[config.mk]
export PLATFORM = sky130hd
export DESIGN_NAME = srt_r2_divider_core_flat
export DESIGN_NICKNAME = d
export VERILOG_FILES = /design/src/rtl/srt_pkg.sv /design/src/rtl/srt_r2_divider_core_if.sv /design/src/rtl/srt_r2_qsel.sv /design/src/rtl/srt_r2_divider_core.sv /design/src/flat_wrapper.sv
export SDC_FILE = /design/constraint.sdc
export NUM_CORES = 1
export LEC_CHECK = 0
export CAP_MARGIN = 20
export CORE_MARGIN = 5
export CORE_UTILIZATION = 35
export CTS_BUF_LIST = sky130_fd_sc_hd__clkbuf_2 sky130_fd_sc_hd__clkbuf_4 sky130_fd_sc_hd__clkbuf_8
export DETAILED_ROUTE_END_ITERATION = 16
export SLEW_MARGIN = 20
export SYNTH_ARGS = -nofsm -noshare
export SYNTH_HDL_FRONTEND = slang
export SYNTH_SLANG_ARGS = --single-unit
export TNS_END_PERCENT = 50
[constraint.sdc]
create_clock -name clk -period 9.65 [get_ports clk]
set_clock_uncertainty 0.1 [all_clocks]
set_input_delay 1.93 -clock clk [delete_from_list [all_inputs] [get_ports clk]]
set_output_delay 1.93 -clock clk [all_outputs]
set_load 0.01 [all_outputs]
[src/rtl/srt_pkg.sv]
// Shared types and selection constants for the radix-2 SRT mantissa divider.
// The digit-selection rule lives here so the selector and any reference logic agree.
package srt_pkg;

    typedef enum logic [1:0] {
        QD_ZERO = 2'd0,
        QD_POS  = 2'd1,
        QD_NEG  = 2'd2
    } srt_digit_t;

    typedef enum logic [1:0] {
        IDLE    = 2'd0,
        ITERATE = 2'd1,
        CORRECT = 2'd2,
        DONE    = 2'd3
    } srt_state_t;

    // Estimate format: sign, 2 integer bits, 2 fraction bits
    localparam logic signed [4:0] EST_POS_TH = 5'sb00100;
    localparam logic signed [4:0] EST_NEG_TH = 5'sb11100;

    function automatic srt_digit_t select_digit(input logic signed [4:0] est);
        srt_digit_t dig;
        if (est >= EST_POS_TH) begin
            dig = QD_POS;
        end else if (est < EST_NEG_TH) begin
            dig = QD_NEG;
        end else begin
            dig = QD_ZERO;
        end
        return dig;
    endfunction

endpackage

[src/rtl/srt_r2_divider_core_if.sv]
// Handshake and operand/result bundle of the SRT divider core.
// The master side launches divides; the slave side is the divider itself.
interface srt_r2_divider_core_if #(
    parameter int WIDTH = 24,
    parameter int ITER  = WIDTH + 2
);
    logic             start;
    logic             flush;
    logic [WIDTH-1:0] dividend;
    logic [WIDTH-1:0] divisor;
    logic             busy;
    logic             done;
    logic [ITER-1:0]  quotient;
    logic             sticky;
    logic             err;

    modport master (
        output start, flush, dividend, divisor,
        input  busy, done, quotient, sticky, err
    );

    modport slave (
        input  start, flush, dividend, divisor,
        output busy, done, quotient, sticky, err
    );
endinterface

[src/rtl/srt_r2_qsel.sv]
// Radix-2 SRT quotient-digit selector: 5-bit truncated estimate of 2r to a signed digit.
module srt_r2_qsel
    import srt_pkg::*;
(
    input  logic [4:0] est,
    output srt_digit_t digit
);

    // Threshold compare on the two's-complement estimate
    always_comb begin
        digit = select_digit($signed(est));
    end

endmodule

[src/rtl/srt_r2_divider_core.sv]
// Sequential radix-2 SRT mantissa divider with on-the-fly Q/QM conversion,
// final negative-remainder correction and sticky generation.
module srt_r2_divider_core
    import srt_pkg::*;
#(
    parameter int WIDTH = 24,
    parameter int ITER  = WIDTH + 2
)
(
    input  logic                  clk,
    input  logic                  rst,
    srt_r2_divider_core_if.slave  bus
);

    localparam int RW = WIDTH + 3;
    localparam int CW = $clog2(ITER + 1);
    localparam logic [CW-1:0] CNT_LAST = CW'(ITER - 1);

    srt_state_t       state_r, state_nxt_s;
    logic [RW-1:0]    rem_r, rem_nxt_s;
    logic [RW-1:0]    two_rem_s, d_ext_s, addend_s, rem_step_s, rem_corr_s, rem_fin_s;
    logic             cin_s;
    logic [ITER-1:0]  q_r, q_nxt_s, qm_r, qm_nxt_s;
    logic [CW-1:0]    cnt_r, cnt_nxt_s;
    logic [WIDTH-1:0] div_r, div_nxt_s;
    logic             busy_r, busy_nxt_s, done_r, done_nxt_s;
    logic [ITER-1:0]  quot_r, quot_nxt_s;
    logic             sticky_r, sticky_nxt_s, err_r, err_nxt_s;
    logic             operands_ok_s;
    srt_digit_t       digit_s;

    // Divisor aligned to the remainder format (2 integer bits, WIDTH fraction bits)
    assign d_ext_s       = {2'b00, div_r, 1'b0};
    assign two_rem_s     = {rem_r[RW-2:0], 1'b0};
    assign operands_ok_s = bus.dividend[WIDTH-1] & bus.divisor[WIDTH-1];

    srt_r2_qsel u_qsel (
        .est   (two_rem_s[RW-1:RW-5]),
        .digit (digit_s)
    );

    // Single adder: subtract d as ~d plus carry-in, add d, or pass 2r through
    always_comb begin
        addend_s = {RW{1'b0}};
        cin_s    = 1'b0;
        case (digit_s)
            QD_POS: begin
                addend_s = ~d_ext_s;
                cin_s    = 1'b1;
            end
            QD_NEG:  addend_s = d_ext_s;
            QD_ZERO: addend_s = {RW{1'b0}};
            default: addend_s = {RW{1'b0}};
        endcase
        rem_step_s = two_rem_s + addend_s + {{(RW-1){1'b0}}, cin_s};
        rem_corr_s = rem_r + d_ext_s;
    end

    // Next-state and datapath/output next values
    always_comb begin
        state_nxt_s  = state_r;
        rem_nxt_s    = rem_r;
        q_nxt_s      = q_r;
        qm_nxt_s     = qm_r;
        cnt_nxt_s    = cnt_r;
        div_nxt_s    = div_r;
        busy_nxt_s   = busy_r;
        done_nxt_s   = 1'b0;
        quot_nxt_s   = quot_r;
        sticky_nxt_s = sticky_r;
        err_nxt_s    = err_r;
        rem_fin_s    = rem_r;
        if (bus.flush) begin
            state_nxt_s = IDLE;
            busy_nxt_s  = 1'b0;
        end else begin
            case (state_r)
                IDLE: begin
                    if (bus.start && operands_ok_s) begin
                        rem_nxt_s   = {3'b000, bus.dividend};
                        q_nxt_s     = {ITER{1'b0}};
                        qm_nxt_s    = {ITER{1'b0}};
                        cnt_nxt_s   = {CW{1'b0}};
                        div_nxt_s   = bus.divisor;
                        busy_nxt_s  = 1'b1;
                        state_nxt_s = ITERATE;
                    end else if (bus.start) begin
                        quot_nxt_s   = {ITER{1'b0}};
                        sticky_nxt_s = 1'b0;
                        err_nxt_s    = 1'b1;
                        done_nxt_s   = 1'b1;
                        state_nxt_s  = DONE;
                    end else begin
                        state_nxt_s = IDLE;
                    end
                end
                ITERATE: begin
                    rem_nxt_s = rem_step_s;
                    cnt_nxt_s = cnt_r + {{(CW-1){1'b0}}, 1'b1};
                    case (digit_s)
                        QD_POS: begin
                            q_nxt_s  = {q_r[ITER-2:0], 1'b1};
                            qm_nxt_s = {q_r[ITER-2:0], 1'b0};
                        end
                        QD_NEG: begin
                            q_nxt_s  = {qm_r[ITER-2:0], 1'b1};
                            qm_nxt_s = {qm_r[ITER-2:0], 1'b0};
                        end
                        default: begin
                            q_nxt_s  = {q_r[ITER-2:0], 1'b0};
                            qm_nxt_s = {qm_r[ITER-2:0], 1'b1};
                        end
                    endcase
                    if (cnt_r == CNT_LAST) begin
                        state_nxt_s = CORRECT;
                    end else begin
                        state_nxt_s = ITERATE;
                    end
                end
                CORRECT: begin
                    if (rem_r[RW-1]) begin
                        quot_nxt_s = qm_r;
                        rem_fin_s  = rem_corr_s;
                    end else begin
                        quot_nxt_s = q_r;
                        rem_fin_s  = rem_r;
                    end
                    rem_nxt_s    = rem_fin_s;
                    sticky_nxt_s = |rem_fin_s;
                    err_nxt_s    = 1'b0;
                    busy_nxt_s   = 1'b0;
                    done_nxt_s   = 1'b1;
                    state_nxt_s  = DONE;
                end
                DONE:    state_nxt_s = IDLE;
                default: state_nxt_s = IDLE;
            endcase
        end
    end

    // State, datapath and output registers
    always_ff @(posedge clk or posedge rst) begin
        if (rst) begin
            state_r  <= IDLE;
            rem_r    <= {RW{1'b0}};
            q_r      <= {ITER{1'b0}};
            qm_r     <= {ITER{1'b0}};
            cnt_r    <= {CW{1'b0}};
            div_r    <= {WIDTH{1'b0}};
            busy_r   <= 1'b0;
            done_r   <= 1'b0;
            quot_r   <= {ITER{1'b0}};
            sticky_r <= 1'b0;
            err_r    <= 1'b0;
        end else begin
            state_r  <= state_nxt_s;
            rem_r    <= rem_nxt_s;
            q_r      <= q_nxt_s;
            qm_r     <= qm_nxt_s;
            cnt_r    <= cnt_nxt_s;
            div_r    <= div_nxt_s;
            busy_r   <= busy_nxt_s;
            done_r   <= done_nxt_s;
            quot_r   <= quot_nxt_s;
            sticky_r <= sticky_nxt_s;
            err_r    <= err_nxt_s;
        end
    end

    assign bus.busy     = busy_r;
    assign bus.done     = done_r;
    assign bus.quotient = quot_r;
    assign bus.sticky   = sticky_r;
    assign bus.err      = err_r;

endmodule
[src/flat_wrapper.sv]
// flat-port wrapper written by rule: the top's interface ports become plain ports
module srt_r2_divider_core_flat import srt_pkg::*;
#(
    parameter int WIDTH = 24,
    parameter int ITER  = WIDTH + 2
)
  (clk, rst, bus_start, bus_flush, bus_dividend, bus_divisor, bus_busy, bus_done, bus_quotient, bus_sticky, bus_err);
  srt_r2_divider_core_if #(.WIDTH(WIDTH), .ITER(ITER)) bus_i ();
  input  logic clk;
  input  logic rst;
  input wire logic [$bits(bus_i.start)-1:0] bus_start;
  input wire logic [$bits(bus_i.flush)-1:0] bus_flush;
  input wire logic [$bits(bus_i.dividend)-1:0] bus_dividend;
  input wire logic [$bits(bus_i.divisor)-1:0] bus_divisor;
  output wire logic [$bits(bus_i.busy)-1:0] bus_busy;
  output wire logic [$bits(bus_i.done)-1:0] bus_done;
  output wire logic [$bits(bus_i.quotient)-1:0] bus_quotient;
  output wire logic [$bits(bus_i.sticky)-1:0] bus_sticky;
  output wire logic [$bits(bus_i.err)-1:0] bus_err;
  assign bus_i.start = bus_start;
  assign bus_i.flush = bus_flush;
  assign bus_i.dividend = bus_dividend;
  assign bus_i.divisor = bus_divisor;
  assign bus_busy = bus_i.busy;
  assign bus_done = bus_i.done;
  assign bus_quotient = bus_i.quotient;
  assign bus_sticky = bus_i.sticky;
  assign bus_err = bus_i.err;
  srt_r2_divider_core #(.WIDTH(WIDTH), .ITER(ITER)) u_core (.clk(clk), .rst(rst), .bus(bus_i));
endmodule
# Word level (Yosys, flattened, before mapping)
# Cells that the tools add are included.
# word_totals
register_bits	140
output_inout_bits	30
inputBits	52
word_cells	80
# op_classes
mux	38
bitwise_logic	3
n_reduce_logical	12
magnitude_cmp	2
eq_ne	10
addsub	4
# ops
operator	n
$pmux W26 S2	5
$mux W27	4
$mux W26	4
$pmux W27 S3	1
$pmux W27 S2	1
$add A27 B1 Y27	1
$add A27 B25 Y27	1
$add A27 B27 Y27	1
$not A25 Y27	1
$reduce_or A27 Y1	1
$mux W2	6
$mux W1	10
$pmux W5 S2	1
$reduce_and A3 Y1	3
$pmux W1 S2	4
$pmux W2 S4	1
$eq A2 B2 Y1 const B	3
$reduce_bool A3 Y1	2
$add A5 B1 Y5 const B	1
$eq A5 B5 Y1 const B	1
$ge A5 B4 Y1 const B	1
$lt A5 B3 Y1 const B	1
$mux W5	1
$eq A2 B1 Y1 const B	2
other kinds (10)	12

# Depth between registers and ports, before layout
# logic_depth
ltp_word	8
depth_mapped	16
ltp_nobuf	15

# Hierarchy
# A second synthesis with hierarchy kept.
# unflattened
hier_cells	1167
area_unflattened_um2	9913.3
# by_module_without_submodules
mod	area_per_inst_um2	seq_area_each_um2	cells_each	n_inst
srt_r2_divider_core	9892.0	3503.4	1165	1
srt_r2_qsel	21.3	0.0	2	1

# Least setup slack after synthesis
# No wires, ideal clock.
# synth_timing
path_type	input-to-reg
startpoint	input bus_dividend[23]
endpoint	register u_core.sticky_r, in the netlist u_core.bus.sticky
setup_ns	0.124
cell_stages	10
n_path_buf	1
t_arrival_ns	3.886
required_ns	9.426
path_slack_ns	5.540
cell_sequence	nand2_1 > a21boi_0 > or3_1 > clkbuf_1 > or4_1 > nor3_1 > nand4b_1 > nor4b_1 > nand4_1 > o31a_1
# synth_between
elab_chain_cells	4
# synth_rtl
element	line_no	rtl
start: declaration	flat_wrapper.sv:13	input wire logic [$bits(bus_i.dividend)-1:0] bus_dividend;
$and A1 B1 Y1	srt_r2_divider_core.sv:35	assign operands_ok_s = bus.dividend[WIDTH-1] & bus.divisor[WIDTH-1];
$logic_and A1 B1 Y1	srt_r2_divider_core.sv:79	if (bus.start && operands_ok_s) begin
$ne A2 B2 Y1 (no line)	--	
$reduce_and A4 Y1 (no line)	--	
end signal: assignment	srt_r2_divider_core.sv:165	sticky_r <= sticky_nxt_s;
end: declaration	srt_r2_divider_core.sv:28	logic sticky_r, sticky_nxt_s, err_r, err_nxt_s;
# Every way passes these cells.
# A chain may end at the register's enable or synchronous reset.

# Worst setup path after layout
# layout_timing
startpoint	register u_core.rem_r[23]
endpoint	register u_core.rem_r[22]
# layout_between
elab_chain_cells	8
elab_cells_between_ends	11
cone_classes	2 x add/sub; 2 x order compare; 2 x eq/ne; 5 x mux
# layout_rtl
element	line_no	rtl
start: declaration	srt_r2_divider_core.sv:20	logic [RW-1:0] rem_r, rem_nxt_s;
start signal: assignment	srt_r2_divider_core.sv:145	rem_r <= {RW{1'b0}};
start signal: assignment	srt_r2_divider_core.sv:157	rem_r <= rem_nxt_s;
$lt A5 B3 Y1	srt_pkg.sv:26	end else if (est < EST_NEG_TH) begin
$mux W2	srt_pkg.sv:26	
$mux W2 *	srt_pkg.sv:24	if (est >= EST_POS_TH) begin
$eq A2 B2 Y1 / $eq A2 B1 Y1 (equally long branches)	srt_r2_divider_core.sv:46	case (digit_s)
$pmux W27 S2	srt_r2_divider_core.sv:46	
$add A27 B27 Y27	srt_r2_divider_core.sv:55	rem_step_s = two_rem_s + addend_s + {{(RW-1){1'b0}}, cin_s};
$add A27 B1 Y27 *	srt_r2_divider_core.sv:55	
$pmux W27 S3 *	srt_r2_divider_core.sv:77	case (state_r)
# Mark *: on every way between the ends. The rest lies on a longest branch, timed or not.

==> impl_metrics.json <==
{
  "hold_viol": 0,
  "yosysUniqueCellTypes": 76,
  "hp-start": "u_core.q_r[25]$_DFFE_PP0P_",
  "reg2reg_slack_ps": 5220,
  "grt_antenna_before_repair": 1,
  "cpPeakStageDelay_ps": 800,
  "synth_top_area_share": 0.357,
  "relSlewSlack": 0.308,
  "yosysTopAreaCell": "dfrtp_1",
  "ys.warnings.count": 0,
  "setup_tns_ps": 0,
  "fmax_mhz": 226,
  "synth.most_common_cell": "dfrtp_1",
  "seqPwrFrac": 0.233,
  "core_area_um2": 27800,
  "die-area_um2": 31500,
  "routed_wl_mm": 29.0,
  "crit_path_start_kind": "register",
  "grt_pass1_wl_mm": 47.1,
  "holdWs_ps": 412,
  "numCtsBuffers": 17,
  "power.switching_uw": 1890,
  "p_int_uw": 1940,
  "initial_utilization": 0.354,
  "path_cells": "o21ai_1 > buf_4 > o21ai_0 > ha_1 > a21oi_1 > o21ai_0 > o311ai_0 > nand4b_1 > a21oi_1 > o21bai_1 > xor2_1 > a221oi_1 > nor3_1",
  "cts_hold_buf": 0,
  "hold_class": "register to register",
  "hold-path-endpoint": "u_core.q_r[25]$_DFFE_PP0P_",
  "hpwl_mm": 20.0,
  "drc_errors": 0,
  "htreeDepth": 4,
  "comb_power_share": 0.631,
  "fillers": 2819,
  "area_growth_pct": 15.8,
  "period_minus_slack_ps": 4430,
  "routabilityCongestion": 0.891,
  "syn_area_um2": 9830,
  "cts_setup_buffers": 0,
  "swShare": 0.493,
  "row_count": 61,
  "rsz0062_at_grt": "no",
  "power.leakage_uw": 0.00478,
  "grt_max_degree": 75,
  "critPathRequiredTime_ps": 9900,
  "cts_root_buf": "clkbuf_8",
  "path_class": "register to register",
  "end_kind": "register",
  "status": "completed",
  "r2r_end": "u_core.rem_r[22]$_DFFE_PP0P_",
  "synth_area_leaders": "dfrtp_1, ha_1, o21ai_0",
  "clock_sinks": 140,
  "grt_pass1_vias": 8576,
  "chipHeight_um": 178,
  "io_buffers": 81,
  "r2r-start": "u_core.rem_r[23]$_DFFE_PP0P_",
  "clock_latency_ps": 470,
  "grt.total_usage": 0.187,
  "power.density_nw_per_um2": 336,
  "ys_seq_elements": 140,
  "drtIter0Drc": 865,
  "vdd_drop_max_v": 0.000127,
  "dp.cells": 1509,
  "drive_above_1_share": 0.0868,
  "synth-seq-area-share": 0.357,
  "fp.dieW_um": 178,
  "slew_violations": 0,
  "tightest_slew_ps": 1030,
  "ff2ff_path_depth": 13,
  "wire_per_inst_um": 18.8,
  "vias_per_cell": 5.64,
  "drtPass1Iterations": 6,
  "arrival_ps": 4680,
  "synth_edf_count": 0,
  "nets": 1260,
  "yosys-top-cells-count": "dfrtp_1, o21ai_0, nand2_1",
  "crit_slowest_cell": "o21ai_1",
  "clk_pin_slew_worst_paths_ps": 100,
  "drv_cap": 0,
  "cts_tree": "built",
  "antenna_cells": 0,
  "dr_total_vias": 8691,
  "synth_cells": 1107,
  "final.period_utilization": 0.459,
  "postSynthAreaPerCell_um2": 8.88,
  "async_reset_ff_frac": 1.00,
  "finalSetupViolations": 0,
  "cts_resized": 0,
  "crit_fanout": 14,
  "min_path_cells": 2,
  "syn_nets": 1217,
  "ant_nets": 0,
  "synthFlopType": "dfrtp_1",
  "clockBufferDepth": 2,
  "power_frac_clock": 0.136,
  "instances_no_fill": 1541,
  "boundaryPins": 82,
  "overflow": 0
}
## logic make-up (layout without fill, tap and decap cells)
group	Yosys count	after routing	synth area share
compound gates	352	352	0.237
xor+xnor	32	32	0.0285
fa+ha+maj	58	58	0.0754
buf+inv	115	171	0.0443
flops	140	140	0.357
mux	95	95	0.101
simple gates	315	315	0.157
## critical path, delay by kind of cell, from the launching register on
| kind | cells | cell delay, ps |
|---|---|---|
| compound gates | 8 | 2490 |
| flops | 1 | 490 |
| fa+ha+maj | 1 | 380 |
| buf+inv | 1 | 360 |
| simple gates | 2 | 300 |
| xor+xnor | 1 | 160 |
## registers in the layout (all words and copies together) (netlist names), 2 cells and up
name                 cells
u_core.bus.quotient     26
u_core.cnt_r             5
u_core.div_r            24
u_core.q_r              26
u_core.qm_r             26
u_core.rem_r            27
u_core.state_r           2
## cells in the final DEF, fill, tap and decap left out, types with 18 or more instances in the layout
master	netlist	routed
a21o_1	21	21
a21oi_1	61	60
clkbuf_8	0	18
clkdlybuf4s50_1	0	81
dfrtp_1	140	139
ha_1	56	55
inv_1	43	42
mux2_2	29	29
mux2i_1	64	64
nand2_1	91	89
nand3_1	78	77
nor2_1	48	48
o21ai_0	134	134
## final cells by class
| class | instances | area, um2 | share of cell area |
|---|---|---|---|
| clock buffers | 20 | 263 | 0.0231 |
| repair buffers | 93 | 901 | 0.0791 |
| inverters | 46 | 178 | 0.0156 |
| multi-input cells | 852 | 5910 | 0.519 |
| flip-flops and latches | 140 | 3500 | 0.308 |
| clock inverters | 12 | 151 | 0.0133 |
| well taps | 378 | 473 | 0.0416 |
## layer usage
| layer | wire [um] | GRT usage | vias to the layer above |
|---|---|---|---|
| li1 | - | - | 4202 |
| met1 | 13800 | 0.265 | 4193 |
| met2 | 13000 | 0.290 | 254 |
| met3 | 1740 | 0.0403 | 40 |
| met4 | 472 | 0.0471 | 2 |
| met5 | 13 | 0 | - |
## through the flow
step / area (um2) / utilization / total power, uW / setup slack, ps
after floorplan: 9830 / - / 2660 / 3870
after global placement: 11000 / 0.395 / 3260 / 5010
after detailed placement: 11000 / 0.395 / 3280 / 4860
after CTS: 11400 / 0.410 / 3810 / 5230
after global routing: 11400 / 0.410 / 4130 / 4750
final: 11400 / 0.410 / 3820 / 5220
## power by group through the flow
stage	registers (uW)	clock network [uW]	logic, uW
floorplan	824	0	1840
global placement	899	0	2360
detailed placement	900	0	2380
CTS	890	532	2390
global route	913	555	2660
finish	892	518	2410
## worst max path at each step
stage / from / end / cells after the start / slack (ps)
2_1_floorplan: rst / u_core.bus.busy$_DFFE_PP0P_ / 1 / 3870
3_3_place_gp: bus_flush / u_core.q_r[20]$_DFFE_PP0P_ / 8 / 5010
3_5_place_dp: bus_dividend[23] / u_core.bus.sticky$_DFFE_PP0P_ / 10 / 4860
4_1_cts: u_core.rem_r[24]$_DFFE_PP0P_ / u_core.rem_r[22]$_DFFE_PP0P_ / 13 / 5230
5_1_grt: u_core.rem_r[24]$_DFFE_PP0P_ / u_core.rem_r[22]$_DFFE_PP0P_ / 13 / 4750
6_report: u_core.rem_r[23]$_DFFE_PP0P_ / u_core.rem_r[22]$_DFFE_PP0P_ / 13 / 5220
(Power assumes the default switching activity.)
